### src/rtl/dsi_pkt_framer.sv
// ---------------------------------------------------------------------------
// dsi_pkt_framer : frames DSI short/long packets (header+ECC, payload, CRC-16)
// onto 64-bit lane beats. Define DSI_PKT_CRC_EN to generate the payload CRC.
// Revision: 1.0
// ---------------------------------------------------------------------------
`default_nettype none

module dsi_pkt_framer #(
  parameter int unsigned MAX_WC = 4096
) (
  input  logic        clk,
  input  logic        reset,
  input  logic        cmd_valid,
  output logic        cmd_ready,
  input  logic        cmd_long,
  input  logic [7:0]  cmd_di,
  input  logic [15:0] cmd_wc,
  input  logic        in_valid,
  output logic        in_ready,
  input  logic [63:0] in_data,
  output logic        out_valid,
  input  logic        out_ready,
  output logic [63:0] out_data,
  output logic        out_last,
  output logic [3:0]  out_bytes,
  output logic        cmd_err
);

  localparam logic [0:0] S_IDLE = 1'b0;
  localparam logic [0:0] S_BODY = 1'b1;

  logic [0:0]  state_q, state_d;
  logic        short_q, short_d;
  logic [16:0] rem_q, rem_d;
  logic [31:0] hold_q, hold_d;
  logic        err_q, err_d;

  logic        w_acc, w_drop, w_need_in, w_last, w_xfer;
  logic [15:0] w_crc;
  logic [63:0] w_src, w_long_data;

  function automatic logic [5:0] dsi_ecc(input logic [23:0] d);
    logic [5:0] e;
    e[0] = ^(d & 24'hF12CB7);
    e[1] = ^(d & 24'hF2555B);
    e[2] = ^(d & 24'h749A6D);
    e[3] = ^(d & 24'hB8E38E);
    e[4] = ^(d & 24'hDF03F0);
    e[5] = ^(d & 24'hEFFC00);
    return e;
  endfunction

`ifdef DSI_PKT_CRC_EN
  logic [15:0] crc_q, crc_d;
  logic [3:0]  w_in_cnt;

  // Reflected CCITT update, one bit at a time LSB first, over the first cnt bytes.
  function automatic logic [15:0] crc_upd(input logic [15:0] seed, input logic [63:0] data,
                                          input logic [3:0] cnt);
    logic [15:0] c;
    logic        fb;
    c = seed;
    for (int b = 0; b < 8; b++) begin
      if (4'(b) < cnt) begin
        for (int t = 0; t < 8; t++) begin
          fb = c[0] ^ data[8*b+t];
          c  = {1'b0, c[15:1]} ^ (fb ? 16'h8408 : 16'h0000);
        end
      end
    end
    return c;
  endfunction

  assign w_in_cnt = (rem_q >= 17'd14) ? 4'd8 : (rem_q[3:0] - 4'd6);
  assign w_crc    = w_need_in ? crc_upd(crc_q, in_data, w_in_cnt) : crc_q;
`else
  assign w_crc    = 16'h0000;
`endif

  // rem_q counts stream bytes (header+payload+CRC) still to send, from this beat on.
  assign w_acc     = cmd_valid && cmd_ready;
  assign w_drop    = w_acc && cmd_long && (32'(cmd_wc) > MAX_WC);
  assign w_need_in = !short_q && (rem_q > 17'd6);
  assign w_last    = short_q || (rem_q <= 17'd8);
  assign w_xfer    = out_valid && out_ready;
  assign w_src     = {in_data[31:0], hold_q};

  always_comb begin
    w_long_data = '0;
    for (int i = 0; i < 8; i++) begin
      if (rem_q > 17'(i + 2))
        w_long_data[8*i +: 8] = w_src[8*i +: 8];
      else if (rem_q == 17'(i + 2))
        w_long_data[8*i +: 8] = w_crc[7:0];
      else if (rem_q == 17'(i + 1))
        w_long_data[8*i +: 8] = w_crc[15:8];
    end
  end

  always_ff @(posedge clk or negedge reset) begin
    if (!reset) begin
      state_q <= S_IDLE;
      short_q <= 1'b0;
      rem_q   <= '0;
      hold_q  <= '0;
      err_q   <= 1'b0;
`ifdef DSI_PKT_CRC_EN
      crc_q   <= 16'hFFFF;
`endif
    end else begin
      state_q <= state_d;
      short_q <= short_d;
      rem_q   <= rem_d;
      hold_q  <= hold_d;
      err_q   <= err_d;
`ifdef DSI_PKT_CRC_EN
      crc_q   <= crc_d;
`endif
    end
  end

  always_comb begin
    state_d = state_q;
    short_d = short_q;
    rem_d   = rem_q;
    hold_d  = hold_q;
    err_d   = w_drop;
`ifdef DSI_PKT_CRC_EN
    crc_d   = crc_q;
`endif
    case (state_q)
      S_IDLE: begin
        if (w_acc && !w_drop) begin
          state_d = S_BODY;
          short_d = !cmd_long;
          rem_d   = 17'(cmd_wc) + 17'd6;
          hold_d  = {2'b00, dsi_ecc({cmd_wc, cmd_di}), cmd_wc, cmd_di};
`ifdef DSI_PKT_CRC_EN
          crc_d   = 16'hFFFF;
`endif
        end
      end
      default: begin
        if (w_xfer) begin
          rem_d  = rem_q - 17'd8;
          // Upper half of this input beat becomes the lower half of the next output beat.
          hold_d = in_data[63:32];
`ifdef DSI_PKT_CRC_EN
          if (w_need_in) crc_d = w_crc;
`endif
          if (w_last) state_d = S_IDLE;
        end
      end
    endcase
  end

  always_comb begin
    cmd_ready = (state_q == S_IDLE) && reset;
    in_ready  = 1'b0;
    out_valid = 1'b0;
    out_data  = '0;
    out_last  = 1'b0;
    out_bytes = '0;
    if (state_q == S_BODY) begin
      out_valid = w_need_in ? in_valid : 1'b1;
      in_ready  = w_need_in && in_valid && out_ready;
      out_last  = w_last;
      if (short_q) begin
        out_data  = {32'h0, hold_q};
        out_bytes = 4'd4;
      end else begin
        out_data  = w_long_data;
        out_bytes = w_last ? rem_q[3:0] : 4'd8;
      end
    end
  end

  assign cmd_err = err_q;

endmodule

`default_nettype wire

### config.mk
export PLATFORM = sky130hd
export DESIGN_NAME = dsi_pkt_framer
export DESIGN_NICKNAME = d
export VERILOG_FILES = /design/src/rtl/dsi_pkt_framer.sv
export SDC_FILE = /design/constraint.sdc
export NUM_CORES = 1
export LEC_CHECK = 0
export CAP_MARGIN = 20
export CORE_MARGIN = 2
export CORE_UTILIZATION = 50
export CTS_CLUSTER_SIZE = 24
export DETAILED_ROUTE_END_ITERATION = 10
export DONT_BUFFER_PORTS = 1
export MAX_ROUTING_LAYER = met4
export SYNTH_ARGS = -nofsm -noshare
export SYNTH_HDL_FRONTEND = slang
export SYNTH_SLANG_ARGS = --single-unit
### constraint.sdc
create_clock -name clk -period 3.5 [get_ports clk]
set_input_delay 1.05 -clock clk [delete_from_list [all_inputs] [get_ports clk]]
set_output_delay 1.05 -clock clk [all_outputs]
set_load 0.02 [all_outputs]
==> results of run 1 <==
-- timing repair --
item / CTS / global route
buffers inserted: 5 / 1
pin swaps: 2 / 5
cloned: 0 / 0
resized for setup: 17 / 20
setup endpoints to repair: 61 / 60
-- stage by stage --
stage | setup WS [ns] | setup TNS (ns) | total power [mW] | hold WS [ns] | utilization
after global routing | -0.1021 | -2.264 | 4.336 | 0.4011 | 0.5795
after CTS | 0.008048 | 0 | 3.982 | 0.4107 | 0.5723
final | -0.02394 | -0.1415 | 4.041 | 0.4123 | 0.5795
after global placement | 0.2085 | 0 | 3.410 | 0.4657 | 0.5484
after floorplan | 0.09883 | 0 | 2.927 | 0.4489 | -
after detailed placement | 0.1625 | 0 | 3.459 | 0.4683 | 0.5484
-- kinds of logic (layout without fill, tap and decap cells) --
kind of cell / after synthesis / count (layout)
compound gates: 99 / 99
fa+ha+maj: 21 / 21
mux: 40 / 40
flops: 52 / 52
buf+inv: 72 / 95
xor+xnor: 51 / 51
simple gates: 192 / 192
-- synthesized netlist by cell type, types with 4 or more instances --
| cell | instances | area, um2 |
|---|---|---|
| a211oi_1 | 9 | 67.56 |
| a22o_1 | 5 | 43.79 |
| xnor2_1 | 38 | 332.8 |
| o22ai_1 | 9 | 56.30 |
| a21oi_1 | 14 | 70.07 |
| nor3_1 | 18 | 90.09 |
| inv_1 | 42 | 157.7 |
| mux2_2 | 27 | 304.0 |
| o21ai_0 | 35 | 175.2 |
| nand3_1 | 16 | 80.08 |
| xor2_1 | 7 | 61.31 |
| xnor3_1 | 6 | 135.1 |
| nand4_1 | 9 | 56.30 |
| and3_1 | 13 | 81.33 |
| a22oi_1 | 6 | 45.04 |
| clkbuf_1 | 20 | 75.07 |
| nor2_1 | 34 | 127.6 |
| mux2i_1 | 11 | 110.1 |
| ha_1 | 21 | 262.8 |
| o31ai_1 | 4 | 30.03 |
| dfrtp_1 | 52 | 1301 |
| nand2_1 | 43 | 161.4 |
| nor4_1 | 5 | 31.28 |
| and2_1 | 33 | 206.5 |
-- area by class of cell --
type	count	area (um2)	area share
multi-input cells	403	3009	0.5954
flip-flops and latches	52	1303	0.2577
repair buffers	45	341.6	0.06759
inverters	42	157.7	0.03120
well taps	108	135.1	0.02674
clock buffers	6	72.57	0.01436
clock inverters	2	35.03	0.006932
-- metal layers --
| metal | vias to the layer above | GRT usage | routed length [um] |
|---|---|---|---|
| met4 | 0 | 0.07376 | 242 |
| met3 | 21 | 0.04043 | 745 |
| li1 | 1874 | - | - |
| met2 | 169 | 0.4413 | 6244 |
| met5 | - | - | 0 |
| met1 | 1864 | 0.3402 | 5291 |
-- report_power, final --
part	switching [mW]	leakage (nW)	internal (mW)	total (mW)
clock	0.217	0.0552	0.213	0.429
combinational	1.47	1.66	1.02	2.49
sequential	0.241	0.608	0.883	1.12
-- flip-flops by register name, indices dropped and copies added, names as in the netlist --
name / cells
cmd_err: 1
state_q: 1
short_q: 1
hold_q: 32
rem_q: 17
-- worst paths after layout --
| check | startpoint | end | cells past startpoint |
|---|---|---|---|
| max | rem_q[12] | out_data[25] | 6 |
| min | reset | rem_q[3] | 0 |
| max reg2reg | rem_q[4] | hold_q[14] | 9 |
| min reg2reg | hold_q[28] | hold_q[28] | 1 |
| max in group asynchronous | reset | state_q | 0 |
| min in group clk | hold_q[28] | hold_q[28] | 1 |
==> metrics.md, run 1 <==
| Metric | Value |
|---|---|
| Final hold vios | 0 |
| Dpl cells | 644 |
| Die height | 98.82 um |
| Post-synthesis xor/xnor area fraction | 0.1177 |
| Crit path max-delay family | simple AND/OR/NAND/NOR gates |
| Worst-Margin Slew | around 0.51 ns |
| Slowest-stage cell, CP | or4_4 |
| Seq cells post-synth | 52 |
| Post-Route WL | 12520 um |
| PnR worst setup slack | -0.02394 ns |
| Post-CTS Hold Buffers | 0 |
| CTS H-Tree Depth | 2 |
| Total iterations of the first detailed-routing run | 4 |
| Cells along the critical path | or3_4 > or4_4 > nor3_4 > buf_6 > a211oi_1 > buf_4 |
| Clock buffer depth | 2 |
| Arrival time at the worst endpoint | 2.47 ns |
| CP peak stage delay | around 0.56 ns |
| Warning count from the yosys run | 0 |
| Commonest non-fill, non-tap cell in the layout | dfrtp_1 |
| Post-route DRC | 0 |
| Root Driver | clkbuf_8 |
| First-pass GRT wire length | 20290 um |
| CTS Buf Count | 5 |
| Ys async rst share | 1.000 |
| Mapped Cells | 527 |
| Post-DRT Antenna Nets | 0 |
| Crit-path max FO | 7 |
| GR Util All Layers | 0.2663 |
| WP buf/inv | 2 |
| Most frequent cells in the layout | 51 x dfrtp_1, 44 x buf_4, 43 x nand2_1, 40 x inv_1, 38 x xnor2_1 |
| Clock skew | ~0.0077 ns |
| Via count | 3928 |
| Max Slew Vio Count | 0 |
| PD cells | about 800 nW/um2 |
| TritonCTS clock tree | done |
| Worst VDD drop | 0.0004709 V |
| Final Cell Area | between 5000 and 6000 um2 |
| Largest net degree at the start of global routing | 54 |
| Vias in the first global route | 3902 |
| # diodes | 0 |
| Total grt overflow | 0 |
| RSZ-0062 raised after global routing | true |
| Failing checks | setup timing |
| Slew margin rel. | 0.6627 |
| IO Count | 167 |
| Sink Count | between 50 and 60 |
| Period utilization | 1.007 |
| Placer Congestion | 0.8985 |
| Area growth syn-to-layout | 12.41% |
| Nets | 664 |
| R2R Setup Slk | 0.86 ns |
| Synthesized Nets | around 640 |
| Syn avg cell area | 8.530 um2 |
| Std cell rows | 34 |
| Starting Density | 0.5155 |
| Number of fill cells in the layout | 827 |
| Sequential area share after synthesis | 0.2895 |
| Clock-pin slew on the worst setup and hold paths | 0.10 ns |
| Post-detail-place hpwl | 9459 um |
| Post-synth EDFFs | 0 |
| Status | finished with violations |
| Die X | approximately 100 um |
| Synth unique cells | 56 |
| Final setup violation count | 21 |
| Initial antenna violation count | 0 |
| Critical path class | reg -> out |
| Die ar. | approximately 10000 um2 |
| Worst setup EP type | primary output |
| Mux contribution to synthesized area | 0.09713 |
| Worst setup SP type | register |
| Synth Area in Simple Gates | 0.2296 |
| Compound-gate portion of the synthesized area | 0.1408 |
| Critical path data required time | 2.45 ns |
| Main combinational cell family by area after synthesis | simple AND/OR/NAND/NOR gates |
| Fmax | 283.8 MHz |
| Clk_lat worst skew | around 0.31 ns |
| Tmin final | 3.524 ns |
| Core region area | between 8000 and 9000 um2 |
| Per-cell routed wire length | 19.03 um |
| Layout cell share with drive strength beyond 1 | 0.2109 |
| Vias/cell | 5.970 |
| Synthesized cell area | 4496 um2 |
| Port Buffers | 0 |
| Post-synth top flop | dfrtp_1 |
| Finished Layout Cells | 658 |
| DR iter-0 viols | about 170 |
| Hold Path Class | in -> async |
| Placed cell areas | 4782 um2 |
| Pleak | 2.323 nW |
| Max-cap violations | 0 |
| Adder-cell share of the synthesized area | 0.05845 |
Power figures use the tool's default switching activity.
==> run 2, diff against run 1 <==
--- a/config.mk
+++ b/config.mk
@@ -11,7 +11,7 @@
 export CTS_CLUSTER_SIZE = 24
 export DETAILED_ROUTE_END_ITERATION = 10
 export DONT_BUFFER_PORTS = 1
-export MAX_ROUTING_LAYER = met4
+export SETUP_SLACK_MARGIN = 0.5
 export SYNTH_ARGS = -nofsm -noshare
 export SYNTH_HDL_FRONTEND = slang
 export SYNTH_SLANG_ARGS = --single-unit
==> metrics.md, run 2 (synthesized netlist as in run 1, its figures left out) <==
| Metric | Value |
|---|---|
| Status | finished clean |
| Crit-path max FO | 8 (+1) |
| Post-DRT Antenna Nets | 0 (unchanged) |
| Clk_lat worst skew | 0.31 ns (about the same) |
| TritonCTS clock tree | done |
| Most frequent cells in the layout | 50 x dfrtp_1, 42 x nand2_1, 40 x inv_1, 38 x xnor2_1, 37 x buf_4 |
| CTS H-Tree Depth | 2 (unchanged) |
| Post-route DRC | 0 (unchanged) |
| Commonest non-fill, non-tap cell in the layout | dfrtp_1 |
| M1 GR Usage | 0.3202 (-0.02000) |
| Max Slew Vio Count | 0 (unchanged) |
| Area growth syn-to-layout | 23.55% |
| Total iterations of the first detailed-routing run | 4 (unchanged) |
| Total power | 4.373 mW (+8.2%) |
| Slowest-stage cell, CP | dfrtp_1 |
| Period utilization | 0.9888 (-0.01808) |
| Per-cell routed wire length | 19.86 um (+4.4%) |
| Met2 GRT Util | 0.4673 (+0.02599) |
| Die ar. | 9765 um2 (unchanged) |
| Hold slack | 0.4255 ns (+0.01321 ns) |
| Placer Congestion | 0.9572 (+6.5%) |
| # diodes | 0 (unchanged) |
| Worst setup EP type | primary output |
| Post-Route WL | 13250 um (+5.8%) |
| Hold Path Class | in -> async |
| Footprint of the multi-input gates | 3369 um2 (+12%) |
| Grt met3 use | 0.06170 (+0.02128) |
| Final hold vios | 0 (unchanged) |
| Worst setup SP type | register |
| Via count | 3987 (+1.5%) |
| Die height | 98.82 um (unchanged) |
| CP peak stage delay | 0.41 ns (-0.15 ns) |
| Nets | 673 (+1.4%) |
| First-pass GRT wire length | 20750 um (+2.2%) |
| IO Count | 167 (unchanged) |
| TNS Setup | 0 ns (+0.1415 ns) |
| Fmax | 289.0 MHz (+1.8%) |
| Worst-Margin Slew | 0.8611 ns (+0.3552 ns) |
| Starting Density | 0.5155 (unchanged) |
| Slew margin rel. | 0.4259 (-0.2368) |
| Max-cap violations | 0 (unchanged) |
| GR Util All Layers | 0.2634 (-0.002808) |
| Initial antenna violation count | 0 (unchanged) |
| Post-detail-place hpwl | 9602 um (+1.5%) |
| Vias/cell | 5.978 (+0.13%) |
| Sink Count | 52 (unchanged) |
| Dpl cells | 634 (-1.6%) |
| Largest net degree at the start of global routing | 55 (+1.9%) |
| Die X | 98.82 um (unchanged) |
| Critical path data required time | 2.45 ns (about the same) |
| Pleak | 2.474 nW (+6.5%) |
| Sequential Area | 1304 um2 (about the same) |
| RSZ-0062 raised after global routing | true |
| Cells along the critical path | inv_2 > ha_4 > or3b_4 > or3_4 > nor3_4 > buf_4 > buf_12 > a211oi_4 |
| Layout cell share with drive strength beyond 1 | 0.3238 (+0.1129) |
| Total grt overflow | 0 (unchanged) |
| Arrival time at the worst endpoint | 2.41 ns (-0.06 ns) |
| Max reg flops | 32 (unchanged) |
| Core region area | 8721 um2 (unchanged) |
| Clock-pin slew on the worst setup and hold paths | 0.10 ns (about the same) |
| Std cell rows | 34 (unchanged) |
| Root Driver | clkbuf_8 |
| Biggest register | hold_q |
| Finished Layout Cells | 667 (+1.4%) |
| Post-CTS Hold Buffers | 0 (unchanged) |
| Clock skew | 0.01118 ns (+0.003495 ns) |
| Port Buffers | 0 (unchanged) |
| Largest registers | hold_q: 32 flops, rem_q: 17 flops |
| Worst VDD drop | 0.0003993 V (-15%) |
| Vias in the first global route | 4119 (+5.6%) |
| PD cells | 787.4 nW/um2 (-1.5%) |
| Number of fill cells in the layout | 728 (-12%) |
| Critical path class | reg -> out |
| Most used routing layer | met2 |
| Tmin final | 3.461 ns (-0.06328 ns) |
| CTS Buf Count | 5 (unchanged) |
| Clock buffer depth | 2 (unchanged) |
| DR iter-0 viols | 198 (+20%) |
| Final setup violation count | 0 (-100%) |
==> run 2: cell count changes in the layout (fill, tap and decap cells not counted), sizes merged <==
cell	delta
buf	+9
clkinv	-1
clkbuf	+2
bufinv	-1
==> run 2: worst paths after layout <==
path	cells after the start	slack, ns	from	to
setup / recovery	8	0.04	rem_q[4]	out_data[31]
hold / removal	0	0.43	reset	hold_q[22]
setup reg to reg	8	0.84	rem_q[4]	hold_q[14]
hold reg to reg	1	0.50	hold_q[11]	hold_q[11]
max in group asynchronous	0	2.96	reset	rem_q[3]
min in group clk	1	0.50	hold_q[11]	hold_q[11]
==> run 2: power by group <==
part	total [mW]	switching, mW	internal (mW)	leakage (nW)
logic	2.86	1.64	1.22	1.82
registers	1.14	0.257	0.885	0.607
clock network	0.368	0.206	0.162	0.0455
total	4.37	2.10	2.27	2.47
==> run 2: per-layer routing <==
metal / share of wire / vias up
li1: - / 1879
met1: 0.40 / 1899
met2: 0.51 / 188
met3: 0.077 / 21
met4: 0.016 / 0
met5: 0 / -
==> run 2: timing repair <==
action,in CTS,in global routing
pin swaps,36,20
buffers inserted,19,6
endpoints found under the setup margin,71,71
gates resized for setup,100,15
==> run 2: critical path, delay by kind of cell (launching register included) <==
kind,cells,cell delay [ns]
AO/OA/AOI/OAI,1,0.11
adder cells (fa/ha/maj),1,0.13
buffers and inverters,3,0.41
flip-flops,1,0.41
AND/OR/NAND/NOR,3,1.03
==> run 2: stage by stage <==
step | worst slack, ns | util | instance area (um2)
after global placement | 0.2446 | 0.5561 | 4850
final | 0.03934 | 0.6369 | 5554
after detailed placement | 0.1371 | 0.5561 | 4850
after floorplan | 0.1568 | - | 4626
after global routing | -0.04637 | 0.6369 | 5554
after CTS | 0.04341 | 0.6225 | 5429
==> run 2: cell type report <==
type / instances / area share
Inverter: 42 / 0.02884
Sequential cell: 52 / 0.2347
Timing Repair Buffer: 54 / 0.08921
Tap cell: 108 / 0.02433
Multi-Input combinational cell: 403 / 0.6067
Clock buffer: 8 / 0.01622
==> run 3, diff against run 2 <==
--- a/config.mk
+++ b/config.mk
@@ -7,10 +7,11 @@
 export LEC_CHECK = 0
 export CAP_MARGIN = 20
 export CORE_MARGIN = 2
-export CORE_UTILIZATION = 50
+export CORE_UTILIZATION = 30
 export CTS_CLUSTER_SIZE = 24
 export DETAILED_ROUTE_END_ITERATION = 10
 export DONT_BUFFER_PORTS = 1
+export MAX_ROUTING_LAYER = met4
 export SETUP_SLACK_MARGIN = 0.5
 export SYNTH_ARGS = -nofsm -noshare
 export SYNTH_HDL_FRONTEND = slang
==> metrics.md, run 3 (synthesized netlist as in run 1, its figures left out) <==
| Metric | Value |
|---|---|
| Total grt overflow | 0 (unchanged) |
| Crit-path max FO | 8 (unchanged) |
| DR iter-0 viols | 283 (+43%) |
| Die ar. | 15980 um2 (+64%) |
| R2R Setup Slk | 0.90 ns (+0.06 ns) |
| Vias/cell | 5.552 (-7.1%) |
| Finished Layout Cells | 745 (+12%) |
| Total iterations of the first detailed-routing run | 5 (+1) |
| Largest net degree at the start of global routing | 54 (-1.8%) |
| Clock skew | 0.009208 ns (-0.001970 ns) |
| Post-DRT Antenna Nets | 0 (unchanged) |
| Worst setup SP type | register |
| CP peak stage delay | 0.55 ns (+0.14 ns) |
| TNS Setup | 0 ns (unchanged) |
| IO Count | 167 (unchanged) |
| Area growth syn-to-layout | 27.61% |
| Arrival time at the worst endpoint | 2.38 ns (-0.03 ns) |
| Post-layout util | 0.3932 (-0.2436) |
| Final setup violation count | 0 (unchanged) |
| Nets | 675 (+0.30%) |
| First-pass GRT wire length | 22430 um (+8.1%) |
| Post-CTS Hold Buffers | 0 (unchanged) |
| Worst reg-to-reg path cell count | 10 (+2) |
| Initial antenna violation count | 0 (unchanged) |
| CTS Buf Count | 5 (unchanged) |
| Die X | 126.4 um (+28%) |
| Root Driver | clkbuf_16 |
| Std cell rows | 44 (+29%) |
| Clk_lat worst skew | 0.31 ns (about the same) |
| Worst VDD drop | 0.0003122 V (-22%) |
| Vias in the first global route | 4091 (-0.68%) |
| Tmin final | 3.435 ns (-0.02612 ns) |
| Port Buffers | 0 (unchanged) |
| Dpl cells | 710 (+12%) |
| Pleak | 2.454 nW (-0.79%) |
| Worst r2r dst | hold_q[2] |
| Hold Path Class | in -> async |
| Post-Route WL | 14790 um (+12%) |
| Biggest register | hold_q |
| Via count | 4136 (+3.7%) |
| Per-cell routed wire length | 19.86 um (about the same) |
| Slew margin rel. | 0.6172 (+0.1913) |
| Post-detail-place hpwl | 10800 um (+13%) |
| Layout cell share with drive strength beyond 1 | 0.3512 (+0.02737) |
| Max reg flops | 32 (unchanged) |
| Sink Count | 52 (unchanged) |
| Hold slack | 0.4275 ns (+0.001993 ns) |
| Critical path class | reg -> out |
| Worst-Margin Slew | 0.5742 ns (-0.2869 ns) |
| Final hold vios | 0 (unchanged) |
| Cells along the critical path | or3_4 > or4_4 > nor3_4 > buf_6 > a21oi_4 > and2_4 |
| Die height | 126.4 um (+28%) |
| Crit path max-delay family | simple AND/OR/NAND/NOR gates |
| Critical path data required time | 2.45 ns (about the same) |
| Footprint of the multi-input gates | 3412 um2 (+1.3%) |
| Period utilization | 0.9813 (-0.007463) |
| Post-route DRC | 0 (unchanged) |
| WP buf/inv | 1 (-2) |
| CTS H-Tree Depth | 2 (unchanged) |
| Core region area | 14590 um2 (+67%) |
| Reg-to-Reg Start | rem_q[3] |
| Starting Density | 0.3081 (-0.2073) |
| Max-cap violations | 0 (unchanged) |
| # diodes | 0 (unchanged) |
| Placer Congestion | 0.8641 (-9.7%) |
| Commonest non-fill, non-tap cell in the layout | dfrtp_1 |
| Crit. Startpoint | rem_q[15] |
| RSZ-0062 raised after global routing | true |
| Sequential Area | 1303 um2 (about the same) |
| Clock-pin slew on the worst setup and hold paths | 0.08 ns (-0.02 ns) |
| TritonCTS clock tree | done |
| Largest registers | hold_q: 32 flops, rem_q: 17 flops |
| Clock buffer depth | 2 (unchanged) |
| PD cells | 794.7 nW/um2 (+0.93%) |
| Worst setup EP type | primary output |
| Fmax | 291.2 MHz (+0.76%) |
| Status | finished clean |
| Number of fill cells in the layout | 1453 (+100%) |
| GR Util All Layers | 0.1817 (-0.08180) |
| Most frequent cells in the layout | 51 x dfrtp_1, 42 x nand2_1, 40 x inv_1, 39 x buf_4, 38 x xnor2_1 |
| Total power | 4.559 mW (+4.2%) |
| Max Slew Vio Count | 0 (unchanged) |
| Slowest-stage cell, CP | or4_4 |
run 3: cell types whose count changed in the layout (fill, tap and decap cells not counted), sizes merged:
cell	before	now
clkinvlp	0	1
inv	42	43
clkinv	0	1
buf	54	55
o21ai	35	36
clkbuf	8	5
run 3: stage by stage:
step | worst slack (ns) | cell area, um2
finish | 0.06546 | 5737
global route | 0.02662 | 5737
CTS | 0.05441 | 5461
detailed placement | 0.01032 | 4945
global placement | 0.1457 | 4945
floorplan | 0.1568 | 4626
run 3: layout make-up:
cell class                      instances  share of cell area
Clock buffer                            5             0.02181
Tap cell                              184             0.04013
Multi-Input combinational cell        404              0.5948
Clock inverter                          3            0.004798
Inverter                               42             0.02748
Sequential cell                        52              0.2270
Timing Repair Buffer                   55             0.08397
run 3: worst max-delay path by stage:
stage | end | slack, ns | cells after the start
after detailed placement | in_ready | 0.01 | 6
final | out_data[3] | 0.07 | 6
after floorplan | out_data[10] | 0.16 | 7
after global routing | out_data[2] | 0.03 | 6
after CTS | out_data[12] | 0.05 | 6
after global placement | in_ready | 0.15 | 6
run 3: timing repair:
action / CTS / global route
buffers inserted: 14 / 12
gates resized for setup: 73 / 57
pin swaps: 22 / 38
endpoints found under the hold margin: 0 / 0
setup endpoints to repair: 71 / 71
cloned: 1 / 0
run 3: where the power goes:
group	switching, mW	leakage, nW	internal, mW
Clock	0.259	0.0719	0.272
Combinational	1.63	1.77	1.23
Sequential	0.289	0.608	0.885
Total	2.18	2.45	2.38
run 3: per-layer routing:
| layer | track usage | vias to the layer above | wire, um |
|---|---|---|---|
| met2 | 0.3058 | 222 | 7372 |
| met1 | 0.2243 | 1999 | 5945 |
| met3 | 0.03880 | 16 | 1285 |
| met4 | 0.04072 | 0 | 189 |
| li1 | - | 1899 | - |
| met5 | - | - | 0 |
